`src/rtl/fp32_seq_mult.sv`:
```
// Multi-cycle IEEE-754 single-precision multiplier: shift-add mantissa, fixed 26-edge latency, FTZ.
// Define FMUL_FLAGS_EN to add flags[3:0] = {invalid, overflow, underflow, inexact}.
module fp32_seq_mult #(
  parameter logic [31:0] QNAN_VALUE   = 32'h7FC0_0000,
  parameter bit          CLR_ON_START = 1'b0
) (
  input  logic        clk,
  input  logic        nRESET,
  input  logic        start,
  input  logic [31:0] mult_dina,
  input  logic [31:0] mult_dinb,
  output logic        busy,
  output logic        done,
  output logic [31:0] mult_dout
`ifdef FMUL_FLAGS_EN
  ,output logic [3:0] flags
`endif
);

  typedef enum logic [2:0] {IDLE, MUL, NORM, ROUND, DONE} state_t;
  typedef enum logic [1:0] {CLS_NUM, CLS_ZERO, CLS_INF, CLS_NAN} cls_t;

  state_t            state_reg, state_next;
  cls_t              cls_reg, cls_next;
  logic [4:0]        cnt_reg;
  logic [23:0]       mcand_reg;
  logic [47:0]       prod_reg;
  logic signed [9:0] exp_reg;
  logic              sign_reg;
  logic [22:0]       frac_reg;
  logic              guard_reg, sticky_reg;
  logic [31:0]       dout_reg;

  logic              a_zero, b_zero, a_inf, b_inf, a_nan, b_nan;
  logic [24:0]       acc_sum;
  logic              round_up, ovf, unf;
  logic [23:0]       frac_sum;
  logic signed [9:0] exp_rnd;
  logic [31:0]       pack;

  // Operand classification; subnormals count as zero.
  always_comb begin
    a_zero = (mult_dina[30:23] == 8'h00);
    b_zero = (mult_dinb[30:23] == 8'h00);
    a_inf  = (mult_dina[30:23] == 8'hFF) && (mult_dina[22:0] == 23'd0);
    b_inf  = (mult_dinb[30:23] == 8'hFF) && (mult_dinb[22:0] == 23'd0);
    a_nan  = (mult_dina[30:23] == 8'hFF) && (mult_dina[22:0] != 23'd0);
    b_nan  = (mult_dinb[30:23] == 8'hFF) && (mult_dinb[22:0] != 23'd0);
    if (a_nan || b_nan || (a_inf && b_zero) || (a_zero && b_inf))
      cls_next = CLS_NAN;
    else if (a_inf || b_inf)
      cls_next = CLS_INF;
    else if (a_zero || b_zero)
      cls_next = CLS_ZERO;
    else
      cls_next = CLS_NUM;
  end

  always_ff @(posedge clk or negedge nRESET) begin
    if (!nRESET)
      state_reg <= IDLE;
    else
      state_reg <= state_next;
  end

  always_comb begin
    state_next = state_reg;
    case (state_reg)
      IDLE:    if (start) state_next = MUL;
      MUL:     if (cnt_reg == 5'd23) state_next = NORM;
      NORM:    state_next = ROUND;
      ROUND:   state_next = DONE;
      DONE:    state_next = IDLE;
      default: state_next = IDLE;
    endcase
  end

  always_comb begin
    busy = (state_reg != IDLE);
    done = (state_reg == DONE);
  end

  // Upper half of the product accumulates the multiplicand; multiplier bits drain from the bottom.
  assign acc_sum = {1'b0, prod_reg[47:24]} + (prod_reg[0] ? {1'b0, mcand_reg} : 25'd0);

  always_comb begin
    round_up = guard_reg & (sticky_reg | frac_reg[0]);
    frac_sum = {1'b0, frac_reg} + {23'd0, round_up};
    exp_rnd  = exp_reg + $signed({9'd0, frac_sum[23]});
    ovf      = (cls_reg == CLS_NUM) && (exp_rnd >= 10'sd255);
    unf      = (cls_reg == CLS_NUM) && (exp_rnd <= 10'sd0);
    case (cls_reg)
      CLS_NAN:  pack = QNAN_VALUE;
      CLS_INF:  pack = {sign_reg, 8'hFF, 23'd0};
      CLS_ZERO: pack = {sign_reg, 31'd0};
      default: begin
        if (ovf)
          pack = {sign_reg, 8'hFF, 23'd0};
        else if (unf)
          pack = {sign_reg, 31'd0};
        else
          pack = {sign_reg, exp_rnd[7:0], frac_sum[22:0]};
      end
    endcase
  end

  always_ff @(posedge clk or negedge nRESET) begin
    if (!nRESET) begin
      cls_reg    <= CLS_NUM;
      cnt_reg    <= '0;
      mcand_reg  <= '0;
      prod_reg   <= '0;
      exp_reg    <= '0;
      sign_reg   <= 1'b0;
      frac_reg   <= '0;
      guard_reg  <= 1'b0;
      sticky_reg <= 1'b0;
      dout_reg   <= '0;
    end else begin
      case (state_reg)
        IDLE: if (start) begin
          cls_reg   <= cls_next;
          cnt_reg   <= '0;
          mcand_reg <= {1'b1, mult_dina[22:0]};
          prod_reg  <= {24'd0, 1'b1, mult_dinb[22:0]};
          exp_reg   <= $signed({2'b00, mult_dina[30:23]}) + $signed({2'b00, mult_dinb[30:23]}) - 10'sd127;
          sign_reg  <= mult_dina[31] ^ mult_dinb[31];
          if (CLR_ON_START)
            dout_reg <= '0;
        end
        MUL: begin
          prod_reg <= {acc_sum, prod_reg[23:1]};
          cnt_reg  <= cnt_reg + 5'd1;
        end
        NORM: begin
          if (prod_reg[47]) begin
            frac_reg   <= prod_reg[46:24];
            guard_reg  <= prod_reg[23];
            sticky_reg <= |prod_reg[22:0];
            exp_reg    <= exp_reg + 10'sd1;
          end else begin
            frac_reg   <= prod_reg[45:23];
            guard_reg  <= prod_reg[22];
            sticky_reg <= |prod_reg[21:0];
          end
        end
        ROUND:   dout_reg <= pack;
        default: ;
      endcase
    end
  end

  assign mult_dout = dout_reg;

`ifdef FMUL_FLAGS_EN
  logic [3:0] flags_reg;

  always_ff @(posedge clk or negedge nRESET) begin
    if (!nRESET)
      flags_reg <= '0;
    else if (state_reg == IDLE && start)
      flags_reg <= '0;
    else if (state_reg == ROUND)
      flags_reg <= {cls_reg == CLS_NAN, ovf, unf,
                    (cls_reg == CLS_NUM) && (guard_reg | sticky_reg | ovf | unf)};
  end

  assign flags = flags_reg;
`endif

endmodule

```
`config.mk`:
```
export PLATFORM = sky130hd
export DESIGN_NAME = fp32_seq_mult
export DESIGN_NICKNAME = d
export VERILOG_FILES = /design/src/rtl/fp32_seq_mult.sv
export SDC_FILE = /design/constraint.sdc
export NUM_CORES = 1
export LEC_CHECK = 0
export CAP_MARGIN = 10
export CORE_MARGIN = 2
export CORE_UTILIZATION = 25
export DETAILED_ROUTE_END_ITERATION = 6
export PLACE_DENSITY = 0.43
export SETUP_SLACK_MARGIN = 0.1
export SYNTH_ARGS = -nofsm -noshare
export SYNTH_HDL_FRONTEND = slang
export SYNTH_SLANG_ARGS = --single-unit
```
`constraint.sdc`:
```
create_clock -name clk -period 4.05 [get_ports clk]
set_input_delay 0.81 -clock clk [delete_from_list [all_inputs] [get_ports clk]]
set_output_delay 0.81 -clock clk [all_outputs]
set_load 0.005 [all_outputs]
```
==> metrics.md, run 1 <==
| Metric | Value |
|---|---|
| Status | `finished clean` |
| Final Max Slew Viols | `0` |
| Slew HR | `42.4%` |
| Worst-margin pin slew | `0.861 ns` |
| Via count | `about 7500` |
| Skew final | `0.0168 ns` |
| Die ar. | `37900 µm²` |
| Multiplexer area fraction after synthesis | `2.97%` |
| CP max stage cell | `or4b_4` |
| Pwr Density | `~670 nW/µm²` |
| Post-synthesis compound-gate area fraction | `16.4%` |
| Fin crit period | `3.59 ns` |
| Crit. End Element | `flop` |
| Worst path required time | `~4.4 ns` |
| Vias/cell | `about 4.7` |
| Initial antenna violation count | `0` |
| PortBufs | `100` |
| Post-Synth XOR/XNOR Area | `5.49%` |
| Largest family of logic cells by synthesized area | `simple AND/OR/NAND/NOR gates` |
| Comb power frac | `43.7%` |
| GRT Util Overall | `about an eighth` |
| Sequential share of power | `34.7%` |
| Initial DRC count | `409` |
| Ports | `roughly 100` |
| Simple-gate share of the synthesized area | `a little under a quarter` |
| GRT overflow | `0` |
| Cts bufs inserted | `17` |
| Vias in the first global route | `7538` |
| Yosys cell types | `65` |
| Peak supply drop | `roughly 0.29 mV` |
| Post-synth EDFFs | `0` |
| Routed WL | `~25000 µm` |
| Chip height | `slightly below 200 µm` |
| Max-cap violations | `0` |
| Nets | `1247` |
| R2R Setup Slk | `0.46 ns` |
| ANT cells | `0` |
| Number of flip-flops in the largest register | `48` |
| DR DRC count | `0` |
| Global-route wire length before repair | `40600 µm` |
| Share of cells above drive strength 1 | `under 10%` |
| Hold Buf Count CTS | `0` |
| Clock buffer depth | `2` |
| GP Congestion | `0.821` |
| Die width | `between 150 and 200 µm` |
| NetSw | `3.05 mW` |
| Register bit total from synthesis | `150` |
| Synthesized area | `9090 µm²` |
| Post-synthesis sequential area ratio | `about two fifths` |
| Synth Net Count | `1171` |
| Final Non-Filler Cells | `between 1500 and 2000` |
| Static leakage | `4.69 nW` |
| Post-Synth Adder-Cell Area | `6.63%` |
| Sw Ratio | `41.1%` |
| FFs w/ async S/R, synth | `100%` |
| Synthesized instance count | `1057` |
| Area Overhead vs Synth | `22.8%` |
| RSZ-0062 raised after global routing | `no` |
| Crit path max fanout | `11` |
| Placed cell count | `1573` |
| Final critical-path share of the clock period | `between 80% and 90%` |
| Later-pin clock latency in the skew report | `0.42 ns` |
| Startpoint type of the worst setup path | `flop` |
| Initial Util | `25.5%` |
| TritonCTS clock tree | `built` |
| Clk pin slew, worst setup/hold paths | `0.07 ns` |
| Top cell by count, worst path | `ha_1` |
| RR Endpoint | `mult_dout[17]` |
| Detail Route Antenna Nets | `0` |
| CTS H-Tree Depth | `4` |
| Wire per inst | `between 15 and 20 µm` |
| Worst r2r path cells | `16` |
| Critical path class | `flop to flop` |
| Synth Flop Type | `dfrtp_1` |
| Clock Sinks | `150` |
| Setup total negative slack | `0 ns` |
| Worst EP arrival | `a little under 4 ns` |
| Root Driver | `clkbuf_16` |
| # rows | `just under 70` |
| Core Box Area | `35700 µm²` |
| Fin. Hold Viols | `0` |
| Drt pass-1 iters | `4` |
| Clock Power Share | `between 20% and 30%` |
| CP max stage delay | `0.65 ns` |
| Reg2reg start | `frac_reg[0]` |
| Syn Area/Cell | `about 8.6 µm²` |
| Critical-path cell list | `o21a_1 -> ha_1 -> nand3_1 -> nor3_2 -> nand2_2 -> nor3_4 -> ha_1 -> ha_1 -> buf_4 -> a22o_2 -> o22ai_1 -> a21oi_1 -> o32ai_1 -> o311a_1 -> or4b_4 -> o21ai_2` |
| DPL Wire Length | `about 18000 µm` |
| Synth warnings | `0` |
| Final setup violation count | `0` |
| Max Fclk | `279 MHz` |
| Internal | `about 4.4 mW` |
| Largest net degree at the start of global routing | `53` |
| Hold Crit Class | `primary input to async pin` |
-- cells by family (layout without fill, tap and decap cells) --
family          Yosys count  in the layout
fa+ha+maj                47             47
compound gates          235            235
flops                   150            150
simple gates            463            465
mux                      27             27
buf+inv                  78            165
xor+xnor                 57             57
-- worst max-delay path by stage --
stage,start,to,slack [ns],cells after the start
6_report,frac_reg[0],mult_dout[17],0.46,16
5_1_grt,frac_reg[0],mult_dout[20],0.1,16
4_1_cts,frac_reg[0],mult_dout[3],0.11,16
3_5_place_dp,frac_reg[0],mult_dout[2],0.13,16
3_3_place_gp,frac_reg[0],mult_dout[2],0.18,16
2_1_floorplan,frac_reg[0],mult_dout[11],0.82,16
-- metrics by stage --
step           hold slack (ns)  setup WS (ns)  cell area (µm²)  power [mW]  util, %
2_1_floorplan            0.425          0.815             9090        4.95        -
3_3_place_gp             0.443          0.180            10500        5.86     29.5
3_5_place_dp             0.446          0.127            10500        5.87     29.5
4_1_cts                  0.316          0.110            11100        7.50     31.2
5_1_grt                  0.333         0.0963            11200        8.11     31.3
6_report                 0.310          0.461            11200        7.42     31.3
-- area by class of cell --
type                       count  area, µm²
fill                        3794      24500
multi-input combinational    831       5060
sequential                   150       3750
timing repair buffer         114       1120
tap                          461        577
clock buffer                  17        425
clock inverter                15        155
inverter                      19       71.3
-- Yosys cell counts (19+ instances only) --
cell type / n / area [µm²]
a21oi_1: 46 / 230
a31oi_1: 27 / 169
and2_1: 29 / 181
clkbuf_1: 40 / 150
dfrtp_1: 150 / 3750
ha_1: 45 / 563
inv_1: 19 / 71.3
mux2i_1: 27 / 270
nand2_1: 241 / 905
nand3_1: 32 / 160
nor2_1: 67 / 251
nor4_1: 19 / 119
o21ai_0: 72 / 360
o21ai_2: 20 / 175
xnor2_1: 29 / 254
xor2_1: 28 / 245
-- timing repair --
action / CTS / global route
setup buffers: 0 / 0
endpoints found under the hold margin: 0 / 0
endpoints found under the setup margin: 0 / 30
gates resized for setup: 0 / 7
-- layout by cell type, fill, tap and decap left out, types with 7 or more instances in the layout --
cell             count
nand3_1             32
o21ai_0             72
dfrtp_1            150
mux2i_1             27
nand2_1            239
nor2_1              67
o211ai_1             9
buf_4               13
clkdlybuf4s50_1     99
nor3_1              10
o21ai_2             20
ha_1                45
nand4_1             13
and2_1              29
xor2_1              28
inv_6                8
and3_1               7
a31oi_1             27
inv_1               19
a21oi_1             45
a21o_1              12
xnor2_1             29
nor4_1              19
clkbuf_16           17
-- per-layer routing --
layer | wire length (µm) | share of wire [%] | vias up | GRT usage (%)
met5 | 0 | 0 | - | 0
met2 | 10900 | 44 | 117 | 20.2
met4 | 173 | 0.70 | 0 | 2.76
met1 | 13000 | 53 | 3547 | 19.4
met3 | 664 | 2.7 | 10 | 2.06
li1 | - | - | 3874 | -
-- critical path: cells and delay by family (launching register included) --
| family | cells | cell delay [ns] |
|---|---|---|
| and+or+nand+nor | 5 | 1.43 |
| AOI/OAI and AO/OA | 7 | 0.99 |
| adders and majority gates | 3 | 0.56 |
| DFF | 1 | 0.38 |
| buffers and inverters | 1 | 0.17 |
-- power by group through the flow --
| stage | Combinational, mW | Clock [mW] | Sequential (mW) |
|---|---|---|---|
| finish | 3.25 | 1.60 | 2.58 |
| global route | 3.72 | 1.72 | 2.68 |
| CTS | 3.27 | 1.65 | 2.59 |
| detailed placement | 3.25 | 0 | 2.62 |
| global placement | 3.25 | 0 | 2.61 |
| floorplan | 2.61 | 0 | 2.34 |
(Power assumes the default switching activity.)
==> inputs of run 2 (changes only) <==
--- a/config.mk
+++ b/config.mk
@@ -8,6 +8,7 @@
 export CAP_MARGIN = 10
 export CORE_MARGIN = 2
 export CORE_UTILIZATION = 25
+export CTS_BUF_LIST = sky130_fd_sc_hd__clkbuf_2
 export DETAILED_ROUTE_END_ITERATION = 6
 export PLACE_DENSITY = 0.43
 export SETUP_SLACK_MARGIN = 0.1
==> run 2 against run 1 <==
- clock skew rose by 0.052 ns
- count of clock-buffer cells in the layout did not move
- worst setup slack better by 0.028 ns
- sequential power about the same
- power shrank 9.6%
- fmax rose by 0.79%
- wire length down 0.49%
- highest routed layer unchanged
==> metrics.md, run 2 (same netlist as run 1, synthesis figures left out) <==
| Metric | Value |
|---|---|
| Status | `finished clean` |
| Peak supply drop | `0.203 mV (-30%)` |
| Detail Route Antenna Nets | `0 (unchanged)` |
| Setup total negative slack | `0 ns (unchanged)` |
| Worst-margin pin slew | `0.871 ns (+0.0101 ns)` |
| Fin. Hold Viols | `0 (unchanged)` |
| Clock buffer depth | `2 (unchanged)` |
| Initial DRC count | `350 (-14%)` |
| Final setup violation count | `0 (unchanged)` |
| Most frequent cells in the layout | `nand2_1 (239), dfrtp_1 (150), clkdlybuf4s50_1 (99)` |
| Crit. End Element | `flop` |
| Nets | `1248 (+0.080%)` |
| Critical path class | `flop to flop` |
| Root Driver | `clkbuf_2` |
| Number of flip-flops in the largest register | `48 (unchanged)` |
| Vias/cell | `4.70 (about the same)` |
| Die width | `195 µm (unchanged)` |
| Clk pin slew, worst setup/hold paths | `0.25 ns (+0.18 ns)` |
| Later-pin clock latency in the skew report | `0.75 ns (+0.33 ns)` |
| Pwr Density | `620 nW/µm² (-6.8%)` |
| CP max stage cell | `or4b_4` |
| Global-route wire length before repair | `40300 µm (-0.59%)` |
| Setup crit end | `mult_dout[3]` |
| Chip height | `195 µm (unchanged)` |
| Worst r2r path cells | `16 (unchanged)` |
| Slew HR | `41.9% (-0.47 points)` |
| Largest net degree at the start of global routing | `53 (unchanged)` |
| Fin crit period | `3.56 ns (-0.0281 ns)` |
| Routed WL | `24600 µm (-0.49%)` |
| Top cell by count, worst path | `ha_1` |
| Final Max Slew Viols | `0 (unchanged)` |
| RR Endpoint | `mult_dout[3]` |
| Overall Power | `6.72 mW (-9.6%)` |
| GP Congestion | `0.821 (unchanged)` |
| Max Fclk | `281 MHz (+0.79%)` |
| Post-CTS setup buffers | `0 (unchanged)` |
| Area Overhead vs Synth | `19.2%` |
| Skew final | `0.0686 ns (+0.0518 ns)` |
| Via count | `7564 (+0.21%)` |
| Static leakage | `4.55 nW (-2.9%)` |
| Ports | `101 (unchanged)` |
| Clock Sinks | `150 (unchanged)` |
| Critical-path cell list | `o21a_1 -> ha_1 -> nand3_1 -> nor3_2 -> nand2_2 -> nor3_4 -> ha_1 -> ha_1 -> buf_4 -> a22o_2 -> o22ai_1 -> a21oi_1 -> o32ai_1 -> o311a_1 -> or4b_4 -> o21ai_0` |
| Cts bufs inserted | `17 (unchanged)` |
| RSZ-0062 raised after global routing | `no` |
| Reg2reg start | `frac_reg[0]` |
| CTS H-Tree Depth | `4 (unchanged)` |
| # rows | `69 (unchanged)` |
| DPL Wire Length | `18300 µm (unchanged)` |
| Max-cap violations | `0 (unchanged)` |
| Core Box Area | `35700 µm² (unchanged)` |
| Wire per inst | `15.3 µm (-0.62%)` |
| Drt pass-1 iters | `4 (unchanged)` |
| R2R Setup Slk | `0.49 ns (+0.03 ns)` |
| Final critical-path share of the clock period | `87.9% (-0.69 points)` |
| Initial antenna violation count | `1 (+1)` |
| Worst path required time | `4.70 ns (+0.30 ns)` |
| PortBufs | `100 (unchanged)` |
| Die ar. | `37900 µm² (unchanged)` |
| TritonCTS clock tree | `built` |
| CP max stage delay | `0.63 ns (-0.02 ns)` |
| Vias in the first global route | `7559 (+0.28%)` |
| Crit path launch | `frac_reg[0]` |
| Initial Util | `25.5% (unchanged)` |
| Hold Crit Class | `flop to flop` |
| Worst EP arrival | `4.21 ns (+0.27 ns)` |
| Share of cells above drive strength 1 | `7.85% (about the same)` |
| Startpoint type of the worst setup path | `flop` |
| DR DRC count | `0 (unchanged)` |
| GRT Util Overall | `13.1% (-0.079 points)` |
| GRT overflow | `0 (unchanged)` |
| Crit path max fanout | `11 (unchanged)` |
| Commonest non-fill, non-tap cell in the layout | `nand2_1` |
## run 2: timing repair
item / in CTS / in global routing
gates cloned: 0 / 2
pin swaps: 1 / 4
gates resized for setup: 0 / 7
hold buffers: 1 / 0
hold endpoints to repair: 43 / 0
setup endpoints to repair: 1 / 30
## run 2: final cells by class
cell class | count | area, µm²
repair buffers | 115 | 1130
fillers | 3822 | 24800
clock buffers | 17 | 85.1
flip-flops and latches | 150 | 3750
well taps | 461 | 577
clock inverters | 15 | 155
multi-input cells | 831 | 5060
inverters | 19 | 71.3
diodes | 1 | 2.50
## run 2: worst min-delay path by stage
stage | startpoint | to | slack (ns) | depth (start not counted)
after floorplan | mcand_reg[23] | mcand_reg[23] | 0.43 | 1
after global placement | mcand_reg[23] | mcand_reg[23] | 0.44 | 1
after detailed placement | mcand_reg[23] | mcand_reg[23] | 0.45 | 1
after CTS | nRESET | prod_reg[18] | 0.45 | 2
after global routing | nRESET | prod_reg[8] | 0.46 | 2
final | mcand_reg[23] | mcand_reg[23] | 0.49 | 1
## run 2: stage by stage
| step | instance area (µm²) | hold WS, ns | util (%) | instances | setup slack, ns |
|---|---|---|---|---|---|
| floorplan | 9090 | 0.425 | - | 1057 | 0.815 |
| global placement | 10500 | 0.443 | 29.5 | 1573 | 0.180 |
| detailed placement | 10500 | 0.446 | 29.5 | 1573 | 0.127 |
| CTS | 10800 | 0.451 | 30.2 | 1606 | 0.119 |
| global route | 10800 | 0.463 | 30.4 | 1609 | 0.129 |
| finish | 10800 | 0.493 | 30.4 | 1609 | 0.489 |
## run 2: routing by layer
layer  vias up  track usage (%)  part of all wire [%]
li1       3877                -                     -
met1      3552             19.2                    52
met2       120             20.2                    44
met3        15             1.65                   2.6
met4         0             3.28                  0.98
met5         -                0                     0
## run 2: where the power goes
group / leakage [nW] / total [mW] / internal [mW] / switching, mW
logic: 2.52 / 3.24 / 1.48 / 1.77
registers: 1.88 / 2.57 / 2.01 / 0.561
clock network: 0.147 / 0.899 / 0.252 / 0.646
## run 2: critical path: cells and delay by family (launching register included)
kind | cells | cell delay [ns]
AO/OA/AOI/OAI | 7 | 0.99
adder cells (fa/ha/maj) | 3 | 0.56
buffers and inverters | 1 | 0.17
flip-flops | 1 | 0.43
AND/OR/NAND/NOR | 5 | 1.36
==> inputs of run 3 (changes only) <==
--- a/config.mk
+++ b/config.mk
@@ -10,6 +10,7 @@
 export CORE_UTILIZATION = 25
 export CTS_BUF_LIST = sky130_fd_sc_hd__clkbuf_2
 export DETAILED_ROUTE_END_ITERATION = 6
+export HOLD_SLACK_MARGIN = 0.12
 export PLACE_DENSITY = 0.43
 export SETUP_SLACK_MARGIN = 0.1
 export SYNTH_ARGS = -nofsm -noshare
==> results of run 3 <==
Same layout as run 2: the final DEF is identical, and so are final timing and power.
